File: config.mk
export PLATFORM = sky130hd
export DESIGN_NAME = obi_region_decoder
export DESIGN_NICKNAME = d
export VERILOG_FILES = /design/src/rtl/dm_bus_pkg.sv /design/src/rtl/obi_err_responder.sv /design/src/rtl/obi_region_decoder.sv
export SDC_FILE = /design/constraint.sdc
export NUM_CORES = 1
export LEC_CHECK = 0
export BUFFER_PORTS_ARGS = -buffer_cell sky130_fd_sc_hd__buf_2
export CAP_MARGIN = 25
export CORE_AREA = 2 2 139 141
export DETAILED_ROUTE_END_ITERATION = 8
export DIE_AREA = 0 0 141 143
export GPL_TIMING_DRIVEN = 0
export PLACE_DENSITY = 0.44
export REMOVE_ABC_BUFFERS = 1
export SKIP_CTS_REPAIR_TIMING = 1
export SYNTH_ARGS = -nofsm -noshare
export SYNTH_HDL_FRONTEND = slang
export SYNTH_SLANG_ARGS = --single-unit
File: constraint.sdc
create_clock -name clk_i -period 4.9 [get_ports clk_i]
set_input_delay 0.98 -clock clk_i [delete_from_list [all_inputs] [get_ports clk_i]]
set_output_delay 0.98 -clock clk_i [all_outputs]
set_load 0.01 [all_outputs]
File: src/rtl/dm_bus_pkg.sv
// rtl/dm_bus_pkg.sv - region table types, default map and match helper for the OBI decoder
// Contents:
//   region_t        : {base, len} entry of the routing table (held at 64 bits, sliced to ADDR_WIDTH)
//   DEFAULT_MAP     : ROM / GPIO / DEBUG / SRAM map, index 0..3
//   ERR_IDX         : target code of the internal error responder
//   addr_in_region(): unsigned (addr - base) < len test in an aw-bit space
package dm_bus_pkg;

   localparam int unsigned MAP_AW      = 64;
   localparam int unsigned MAX_REGIONS = 16;
   localparam int unsigned TGT_W       = 5;

   // One past the largest slave index, so it never collides with a real port.
   localparam logic [TGT_W-1:0] ERR_IDX = 5'd16;

   typedef struct packed {
      logic [MAP_AW-1:0] base;
      logic [MAP_AW-1:0] len;
   } region_t;

   // Positional pattern on a packed array: leftmost element is index 3.
   localparam region_t [3:0] DEFAULT_MAP = '{
      '{base: 64'h0000_0000, len: 64'h0040_0000},   // 3: SRAM
      '{base: 64'h1A11_0000, len: 64'h0000_1000},   // 2: DEBUG
      '{base: 64'h1A10_1000, len: 64'h0000_1000},   // 1: GPIO
      '{base: 64'h1A00_0000, len: 64'h0010_0000}    // 0: ROM
   };

   // The subtraction wraps inside aw bits, so an address below base yields a
   // huge offset and fails the compare; len==0 disables the entry.
   function automatic logic addr_in_region(input logic [MAP_AW-1:0] addr,
                                           input region_t           r,
                                           input int unsigned       aw);
      logic [MAP_AW-1:0] mask;
      logic [MAP_AW-1:0] off;
      logic [MAP_AW-1:0] len;
      mask = (aw >= MAP_AW) ? '1 : ((MAP_AW'(1) << aw) - MAP_AW'(1));
      off  = (addr - r.base) & mask;
      len  = r.len & mask;
      return (len != '0) && (off < len);
   endfunction

endpackage

File: src/rtl/obi_err_responder.sv
// rtl/obi_err_responder.sv - error responder for unmapped OBI accesses plus optional error log
// Ports:
//   clk_i, rst_i   : clock, synchronous active-high reset
//   gnt_i          : an access to the ERR target was granted this cycle
//   addr_i         : address of the current master request
//   err_clr_i      : clears the error log
//   rvalid_o       : error response, exactly one cycle after each ERR grant
//   err_valid_o    : sticky "unmapped access seen" flag
//   err_addr_o     : address of the first unmapped access since the last clear
// Optional feature macro: OBI_DECODE_ERR_LOG_EN (without it err_valid_o/err_addr_o are 0).
module obi_err_responder #(
   parameter int unsigned ADDR_WIDTH = 32
) (
   input  logic                  clk_i,
   input  logic                  rst_i,
   input  logic                  gnt_i,
   input  logic [ADDR_WIDTH-1:0] addr_i,
   input  logic                  err_clr_i,
   output logic                  rvalid_o,
   output logic                  err_valid_o,
   output logic [ADDR_WIDTH-1:0] err_addr_o
);

   // Every ERR grant is answered on the following cycle, so one bit suffices
   // even for back-to-back accesses.
   logic pending_q;
   logic pending_d;

   assign pending_d = gnt_i;

   always_ff @(posedge clk_i) begin
      if (rst_i) begin
         pending_q <= 1'b0;
      end else begin
         pending_q <= pending_d;
      end
   end

   assign rvalid_o = pending_q;

`ifdef OBI_DECODE_ERR_LOG_EN
   logic                  log_valid_q;
   logic                  log_valid_d;
   logic [ADDR_WIDTH-1:0] log_addr_q;
   logic [ADDR_WIDTH-1:0] log_addr_d;

   // Capture takes priority over a clear in the same cycle; once valid, the
   // first logged address is kept until cleared.
   always_comb begin
      log_valid_d = log_valid_q;
      log_addr_d  = log_addr_q;
      if (gnt_i && !log_valid_q) begin
         log_valid_d = 1'b1;
         log_addr_d  = addr_i;
      end else if (err_clr_i) begin
         log_valid_d = 1'b0;
         log_addr_d  = '0;
      end
   end

   always_ff @(posedge clk_i) begin
      if (rst_i) begin
         log_valid_q <= 1'b0;
         log_addr_q  <= '0;
      end else begin
         log_valid_q <= log_valid_d;
         log_addr_q  <= log_addr_d;
      end
   end

   assign err_valid_o = log_valid_q;
   assign err_addr_o  = log_addr_q;
`else
   logic unused_log;
   assign unused_log  = ^{addr_i, err_clr_i};
   assign err_valid_o = 1'b0;
   assign err_addr_o  = '0;
`endif

endmodule

File: src/rtl/obi_region_decoder.sv
// rtl/obi_region_decoder.sv - OBI address decoder/demux from one master to NUM_REGIONS slaves
// Ports:
//   clk_i, rst_i                        : clock, synchronous active-high reset
//   m_req_i/m_gnt_o/m_addr_i/m_we_i/
//   m_be_i/m_wdata_i                    : master request channel
//   m_rvalid_o/m_rdata_o/m_err_o        : master response channel
//   s_req_o/s_gnt_i                     : per-slave request handshake
//   s_addr_o/s_we_o/s_be_o/s_wdata_o    : request fields broadcast to all slaves
//   s_rvalid_i/s_rdata_i/s_err_i        : per-slave responses (s_rdata_i packed, slave 0 in LSBs)
//   err_addr_o/err_valid_o/err_clr_i    : unmapped-access log (OBI_DECODE_ERR_LOG_EN)
// Optional feature macro: OBI_DECODE_ERR_LOG_EN.
module obi_region_decoder
   import dm_bus_pkg::*;
#(
   parameter int unsigned                   NUM_REGIONS     = 4,
   parameter int unsigned                   ADDR_WIDTH      = 32,
   parameter int unsigned                   DATA_WIDTH      = 32,
   parameter int unsigned                   MAX_OUTSTANDING = 2,
   parameter region_t [NUM_REGIONS-1:0]     REGION_MAP      = DEFAULT_MAP
) (
   input  logic                              clk_i,
   input  logic                              rst_i,
   input  logic                              m_req_i,
   output logic                              m_gnt_o,
   input  logic [ADDR_WIDTH-1:0]             m_addr_i,
   input  logic                              m_we_i,
   input  logic [DATA_WIDTH/8-1:0]           m_be_i,
   input  logic [DATA_WIDTH-1:0]             m_wdata_i,
   output logic                              m_rvalid_o,
   output logic [DATA_WIDTH-1:0]             m_rdata_o,
   output logic                              m_err_o,
   output logic [NUM_REGIONS-1:0]            s_req_o,
   input  logic [NUM_REGIONS-1:0]            s_gnt_i,
   output logic [ADDR_WIDTH-1:0]             s_addr_o,
   output logic                              s_we_o,
   output logic [DATA_WIDTH/8-1:0]           s_be_o,
   output logic [DATA_WIDTH-1:0]             s_wdata_o,
   input  logic [NUM_REGIONS-1:0]            s_rvalid_i,
   input  logic [NUM_REGIONS*DATA_WIDTH-1:0] s_rdata_i,
   input  logic [NUM_REGIONS-1:0]            s_err_i,
   output logic [ADDR_WIDTH-1:0]             err_addr_o,
   output logic                              err_valid_o,
   input  logic                              err_clr_i
);

   localparam int unsigned CNT_W = $clog2(MAX_OUTSTANDING + 1);

   logic [TGT_W-1:0]       target;
   logic [TGT_W-1:0]       tgt_q;
   logic [TGT_W-1:0]       tgt_d;
   logic [CNT_W-1:0]       cnt_q;
   logic [CNT_W-1:0]       cnt_d;
   logic [CNT_W-1:0]       cnt_eff;
   logic                   stall;
   logic                   gnt;
   logic                   err_gnt;
   logic                   err_rvalid;
   logic                   sel_gnt;
   logic                   sel_rvalid;
   logic                   sel_err;
   logic [DATA_WIDTH-1:0]  sel_rdata;
   logic                   rsp_valid;
   logic [NUM_REGIONS-1:0] tgt_mask;

   // Descending scan so the lowest matching index is the one left standing.
   always_comb begin
      target = ERR_IDX;
      for (int i = NUM_REGIONS - 1; i >= 0; i--) begin
         if (addr_in_region(MAP_AW'(m_addr_i), REGION_MAP[i], ADDR_WIDTH)) begin
            target = TGT_W'(i);
         end
      end
   end

   // Grant comes from the decoded target; responses come from the last
   // granted target, which is the only one allowed to have work in flight.
   always_comb begin
      sel_gnt    = 1'b0;
      sel_rvalid = 1'b0;
      sel_err    = 1'b0;
      sel_rdata  = '0;
      tgt_mask   = '0;
      for (int i = 0; i < NUM_REGIONS; i++) begin
         if (target == TGT_W'(i)) begin
            sel_gnt = s_gnt_i[i];
         end
         if (tgt_q == TGT_W'(i)) begin
            tgt_mask[i] = 1'b1;
            sel_rvalid  = s_rvalid_i[i];
            sel_err     = s_err_i[i];
            sel_rdata   = s_rdata_i[i*DATA_WIDTH +: DATA_WIDTH];
         end
      end
      if (target == ERR_IDX) begin
         sel_gnt = 1'b1;
      end
      if (tgt_q == ERR_IDX) begin
         sel_rvalid = err_rvalid;
         sel_err    = 1'b1;
         sel_rdata  = '0;
      end
   end

   assign rsp_valid = (cnt_q != '0) && sel_rvalid;

   // A response retiring this cycle frees its slot immediately, so a request
   // to a different slave is granted in the same cycle the last response
   // arrives. Switching target only with nothing else in flight keeps
   // responses in order without a FIFO.
   assign cnt_eff = cnt_q - CNT_W'(rsp_valid);
   assign stall   = (cnt_eff == CNT_W'(MAX_OUTSTANDING)) ||
                    ((cnt_eff != '0) && (target != tgt_q));

   assign gnt     = m_req_i && !stall && sel_gnt;
   assign err_gnt = gnt && (target == ERR_IDX);

   always_comb begin
      s_req_o = '0;
      for (int i = 0; i < NUM_REGIONS; i++) begin
         s_req_o[i] = m_req_i && !stall && (target == TGT_W'(i));
      end
   end

   assign m_gnt_o    = gnt;
   assign m_rvalid_o = rsp_valid;
   assign m_rdata_o  = rsp_valid ? sel_rdata : '0;
   assign m_err_o    = rsp_valid && sel_err;

   assign s_addr_o  = m_req_i ? m_addr_i  : '0;
   assign s_we_o    = m_req_i && m_we_i;
   assign s_be_o    = m_req_i ? m_be_i    : '0;
   assign s_wdata_o = m_req_i ? m_wdata_i : '0;

   always_comb begin
      cnt_d = cnt_q;
      tgt_d = tgt_q;
      if (gnt && !rsp_valid) begin
         cnt_d = cnt_q + CNT_W'(1);
         tgt_d = target;
      end else if (!gnt && rsp_valid) begin
         cnt_d = cnt_q - CNT_W'(1);
      end else if (gnt && rsp_valid) begin
         tgt_d = target;
      end
   end

   always_ff @(posedge clk_i) begin
      if (rst_i) begin
         cnt_q <= '0;
         tgt_q <= '0;
      end else begin
         cnt_q <= cnt_d;
         tgt_q <= tgt_d;
      end
   end

   obi_err_responder #(
      .ADDR_WIDTH (ADDR_WIDTH)
   ) u_err_responder (
      .clk_i       (clk_i),
      .rst_i       (rst_i),
      .gnt_i       (err_gnt),
      .addr_i      (m_addr_i),
      .err_clr_i   (err_clr_i),
      .rvalid_o    (err_rvalid),
      .err_valid_o (err_valid_o),
      .err_addr_o  (err_addr_o)
   );

   // Slaves must answer only while they own the outstanding transactions.
   a_rsp_idle : assert property (@(posedge clk_i) disable iff (rst_i)
      (cnt_q == '0) |-> (s_rvalid_i == '0));
   a_rsp_from_tgt : assert property (@(posedge clk_i) disable iff (rst_i)
      (cnt_q != '0) |-> ((s_rvalid_i & ~tgt_mask) == '0));

endmodule

==> run_results.csv, run 1 <==
group,metric,value,unit
floorplanning,start_util,16.1,%
clock_tree,cts_tree,"yes",
place,place_ws,-0.748,ns
final_layout,final_area,4990,um^2
worst_setup_path,path_class,"in2out",
final_layout,layout_commonest_cell,"buf_2",
floorplanning,io_pins,354,
worst_setup_path,cp-start-kind,"input pin",
global_routing,met1_usage,18.3,%
final_layout,final_cell_mix,"314 x buf_2, 73 x and2_1, 38 x nor3_1",
final_layout,multi_input_area,2720,um^2
synth,postSynthAreaPerCell,6.48,um^2
sta,fin_ws,0.0739,ns
clock_tree,clk_latency,0.23,ns
worst_setup_path,path_max_fanout,15,
hold_path,hp-class,"reg2reg",
final_layout,final_nets,976,
worst_setup_path,max_stage_delay,0.55,ns
power,p_per_area,194,nW/um^2
clock_tree,clkSlewWorstSetupHoldPaths,0.03,ns
final_layout,synthToLayoutAreaGrowth,66.7,%
place,place_hpwl,12800,um
synth,syn_area,2990,um^2
floorplanning,dieArea,20200,um^2
synth,synth_cell_types,60,
sta,setup_viol,0,
worst_setup_path,cpMaxStageDelayCell,"or4b_4",
global_routing,grt_util_all_layers,14.2,%
global_routing,grt_pass1_vias,4101,
power,power.total,970,uW
floorplanning,die_h,143,um
floorplanning,die_w,141,um
sta,maxSlewHeadroom,40.1,%
routing,viasPerCell,4.49,
worst_setup_path,cp.required,3.92,ns
place,port_buffers,319,
place,place.gp.congestion,0.817,
worst_setup_path,end_kind,"output port",
clock_tree,clock_path_buffers,2,
synth,yosysWarnings,0,
worst_setup_path,ff2ff_setup_slack,0.71,ns
sta,hold_viol_final,0,
clock_tree,root_buffer,"clkbuf_16",
global_routing,busiest_layer,"met2",
status,status,"finished, final reports clean",
power,vdd_drop_max,78.3,uV
final_layout,post-route-util,26.9,%
routing,totalWireLength,16000,um
synth,synthFlopType,"dfxtp_1",
synth,syn_inst,462,
routing,ant_nets,0,
worst_setup_path,critPathArrivalTime,3.85,ns
clock_tree,numClockSinks,6,
floorplanning,core,18600,um^2
synth,ys_seq_area_share,4.01,%
synth,yosys.area.top_type,"and2_1",
synth,synth_seq_cells,6,
final_layout,layout-drive-gt1-share,48.7,%
floorplanning,rows,50,
routing,drc,0,
global_routing,use_met3,1.71,%
synth,synthTopCellsByArea,"and2_1 15%, a211oi_1 9.3%, buf_4 8.3%, nor2b_1 7.5%, o22ai_1 7.1%",
synth,async_flop_share,0,%
clock_tree,htree_levels,1,
routing,num_vias,4440,
worst_setup_path,path_cells,"buf_4, inv_6, ha_4, nor3b_1, or4b_4, a211o_1, a221oi_2, nand4_1, buf_4, nor3b_1, a2111o_1, a21oi_2, buf_2",
final_layout,layout.filler_cells,2130,
global_routing,grt_pass1_wl,23000,um
place,place_area,4680,um^2
global_routing,grt_overflow_total,0,
sta,finalCriticalPeriod,4.83,ns
final_layout,antenna_cells,0,
global_routing,grt_max_degree,72,
global_routing,antenna_found_initial,0,
synth,synth_edf_count,0,
routing,drtPass1Iterations,4,
sta,tightest_slew,0.898,ns
global_routing,use_met2,26.4,%
routing,wl_per_cell,16.2,um
routing,drtIter0Drc,172,
clock_tree,cts_buffers,3,
flow_run,drv_cap,0,
sta,fmax,0.207,GHz
sta,fin_skew,0.00167,ns
sta,period_share,98.5,%
sta,slew_viol_final,0,
synth,synth_top_area_share,15.0,%
power,leakagePower,2.45,nW
final_layout,seqCellArea,125,um^2
[kinds of logic after synthesis]
kind of cell / after synthesis / share of synthesized area [%]
AND/OR/NAND/NOR: 233 / 46.2
XOR/XNOR: 5 / 1.46
AO/OA/AOI/OAI: 124 / 29.2
other: 1 / 0.125
multiplexers: 6 / 2.17
flip-flops: 6 / 4.01
adder cells (fa/ha/maj): 6 / 2.51
buffers and inverters: 81 / 14.3
[state kept, by name, summed over array words and instances, names as in the netlist]
register                  cells
cnt_q                         2
tgt_q                         3
u_err_responder.rvalid_o      1
[worst max-delay path, delay by kind of cell]
kind,cells,cell delay [ns]
adders and majority gates,1,0.16
buffers and inverters,4,0.62
and+or+nand+nor,4,0.90
AOI/OAI and AO/OA,4,1.17
[path summary, 6_finish.rpt]
| path | start | endpoint | depth (start not counted) |
|---|---|---|---|
| hold / removal | cnt_q[1] | cnt_q[1] | 2 |
| setup / recovery | m_addr_i[26] | s_req_o[2] | 13 |
| setup reg to reg | tgt_q[1] | tgt_q[0] | 19 |
| hold reg to reg | cnt_q[1] | cnt_q[1] | 2 |
[synth_stat cells, drive strengths merged, types with 2 or more instances]
| cell type | n |
|---|---|
| xor2 | 2 |
| nand3b | 4 |
| a22oi | 2 |
| and2 | 73 |
| o221ai | 2 |
| and3 | 4 |
| or4 | 4 |
| a221oi | 3 |
| mux2 | 4 |
| xnor2 | 3 |
| nand4b | 3 |
| nand2 | 15 |
| dfxtp | 6 |
| nand4 | 6 |
| a21oi | 11 |
| o21ai | 10 |
| a21o | 2 |
| a211oi | 37 |
| inv | 8 |
| or2 | 2 |
| nand2b | 4 |
| mux2i | 2 |
| clkbuf | 40 |
| or3 | 5 |
| o22ai | 34 |
| or4b | 2 |
| a41oi | 2 |
| ha | 6 |
| o211a | 2 |
| a31oi | 3 |
| nor2b | 36 |
| nor4 | 6 |
| nor3b | 3 |
| a211o | 2 |
| nand3 | 4 |
| nor2 | 20 |
| nor3 | 39 |
| buf | 33 |
| o31ai | 2 |
[report_power, final]
part / leakage [nW] / switching [mW] / internal, mW / total, mW
Sequential: 0.0503 / 0.0237 / 0.0633 / 0.0870
Combinational: 2.36 / 0.425 / 0.327 / 0.753
Clock: 0.0370 / 0.0255 / 0.105 / 0.130
[per-stage QoR]
step / hold slack (ns) / cells / setup TNS [ns]
after floorplan: 0.474 / 421 / -0.00691
after global placement: 0.509 / 974 / -39.49
after detailed placement: 0.517 / 978 / -4.68
after CTS: 0.522 / 981 / -3.72
after global routing: 0.591 / 989 / -0.00618
final: 0.537 / 989 / 0
[layer usage]
layer  up-vias  share of wire (%)
met5         -                  0
met1      1995                 43
met4         0               0.23
met3         4                6.7
li1       2237                  -
met2       204                 50
[cell type report]
class	instances	share of cell area, %
Clock buffer	3	1.50
Inverter	8	0.702
Multi-Input combinational cell	407	54.4
Sequential cell	6	2.51
Tap cell	234	5.87
Timing Repair Buffer	331	35.0
Power figures use the tool's default switching activity.
==> run 2, diff against run 1 <==
Settings changed: PLACE_DENSITY 0.44 to 0.46.
==> run 2 against run 1 <==
Compared with the run above: cell area shrank 0.30%; first-iteration DRC count shrank 27%; final cell count grew 0.10%; non-clock buffer count shrank 1; utilization shrank 0.081 points; routed wire length shrank 0.36%; clock power is essentially flat; global-route usage shrank 0.070 points; count of clock-buffer cells in the layout is the same; register-to-register slack gained 0.05 ns; setup slack gained 0.018 ns; total power shrank 2.7%; critical endpoint is now m_gnt_o.
==> run_results.csv, run 2 (synthesized netlist as in run 1, its figures left out) <==
group,metric,value,unit
clock_tree,clock_path_buffers,2,
final_layout,synthToLayoutAreaGrowth,66.2,%
floorplanning,io_pins,354,
final_layout,layout.filler_cells,2118,
routing,drtPass1Iterations,4,
sta,hold_viol_final,0,
worst_setup_path,path_cells,"buf_4, inv_4, ha_4, nor3b_1, or4b_4, a211o_1, a221oi_2, nand4_1, buf_6, nor3b_1, a211o_4, a221oi_4, buf_2",
power,internal_power,480,uW
sta,setup_viol,0,
clock_tree,clk_latency,0.23,ns
routing,totalWireLength,16000,um
worst_setup_path,critPathArrivalTime,3.83,ns
floorplanning,rows,50,
clock_tree,numClockSinks,6,
global_routing,grt_pass1_vias,4152,
routing,drtIter0Drc,126,
place,place_hpwl,13000,um
floorplanning,core,18600,um^2
floorplanning,start_util,16.1,%
sta,slew_viol_final,0,
sta,finalCriticalPeriod,4.81,ns
worst_setup_path,cpMaxStageDelayCell,"or4b_4",
floorplanning,die_h,143,um
power,swShare,49.1,%
final_layout,largest_reg_flops,3,
sta,period_share,98.1,%
final_layout,layout_commonest_cell,"buf_2",
power,p_switching,463,uW
status,status,"finished, final reports clean",
power,combPwrFrac,74.2,%
clock_tree,cts_buffers,3,
clock_tree,htree_levels,1,
worst_setup_path,cp-start-kind,"input pin",
global_routing,grt_util_all_layers,14.1,%
floorplanning,dieArea,20200,um^2
routing,viasPerCell,4.59,
clock_tree,root_buffer,"clkbuf_16",
power,power_frac_seq,12.0,%
sta,maxSlewHeadroom,44.9,%
worst_setup_path,path_max_fanout,15,
sta,tightest_slew,0.827,ns
floorplanning,die_w,141,um
place,dp_cells,976,
routing,num_vias,4548,
sta,holdWs,0.532,ns
flow_run,drv_cap,0,
power,leakagePower,2.44,nW
power,clkPwrFrac,13.8,%
worst_setup_path,path_class,"in2out",
hold_path,hp-class,"reg2reg",
worst_setup_path,cp.required,3.92,ns
hold_path,hold_path_depth,2,
place,place.gp.congestion,0.862,
worst_setup_path,end_kind,"output port",
routing,ant_nets,0,
worst_setup_path,crit_top_cell,"nor3b_1",
sta,fmax,0.208,GHz
final_layout,layout-drive-gt1-share,48.4,%
final_layout,largest_register,"tgt_q",
global_routing,antenna_found_initial,2,
final_layout,final_cell_mix,"312 x buf_2, 73 x and2_1, 38 x nor3_1",
worst_setup_path,reg2reg_depth,16,
clock_tree,cts_tree,"yes",
worst_setup_path,max_stage_delay,0.56,ns
routing,drc,0,
sta,fin_skew,0.00116,ns
power,power.total,943,uW
final_layout,layout.cells.non_filler,990,
power,p_per_area,190,nW/um^2
power,vdd_drop_max,91.1,uV
global_routing,grt_max_degree,72,
clock_tree,clkSlewWorstSetupHoldPaths,0.03,ns
final_layout,final_nets,975,
global_routing,grt_overflow_total,0,
routing,wl_per_cell,16.1,um
place,port_buffers,319,
global_routing,grt_pass1_wl,22900,um
==> run 2: per-layer routing <==
metal  wire length (um)  track usage [%]  part of all wire (%)  up-vias
met3               1300             2.38                   8.1       10
met2               7930             25.7                    50      234
met4                207             2.68                   1.3        0
met1               6530             17.7                    41     2067
met5                  0                0                     0        -
li1                   -                -                     -     2237
==> run 2: stage by stage <==
stage / utilization (%) / instance area (um^2) / setup WS (ns) / TNS [ns]
finish: 26.8 / 4980 / 0.0921 / 0
global route: 26.8 / 4970 / -0.0186 / -0.0186
CTS: 25.5 / 4730 / -0.812 / -3.91
detailed placement: 25.1 / 4660 / -0.749 / -4.39
global placement: 24.8 / 4610 / -1.72 / -37.94
floorplan: - / 2720 / -0.00691 / -0.00691
==> run 2: cell type report <==
cell class | count | area (um^2) | share of cell area [%]
diodes | 2 | 5.00 | 0.101
flip-flops and latches | 6 | 128 | 2.56
well taps | 234 | 293 | 5.88
inverters | 8 | 32.5 | 0.654
multi-input cells | 407 | 2700 | 54.2
clock buffers | 3 | 75.1 | 1.51
repair buffers | 330 | 1740 | 35.1
==> run 2: final timing paths <==
path,from,to,slack (ns)
worst min register to register,cnt_q[1],cnt_q[1],0.53
worst min-delay path,cnt_q[1],cnt_q[1],0.53
worst max register to register,tgt_q[1],cnt_q[1],0.76
worst max-delay path,m_addr_i[26],m_gnt_o,0.09
==> run 2: worst max-delay path: cells and delay by family <==
family	cells	cell delay [ns]
compound gates	4	1.17
simple gates	4	0.89
buf+inv	4	0.63
fa+ha+maj	1	0.15
==> run 2: power groups by stage <==
stage               Clock [mW]  Sequential (mW)  Combinational [mW]
floorplan                    0            0.103               0.372
global placement             0            0.128               0.643
detailed placement           0            0.114               0.661
CTS                      0.132            0.113               0.664
global route             0.137            0.120               0.774
finish                   0.131            0.113               0.699
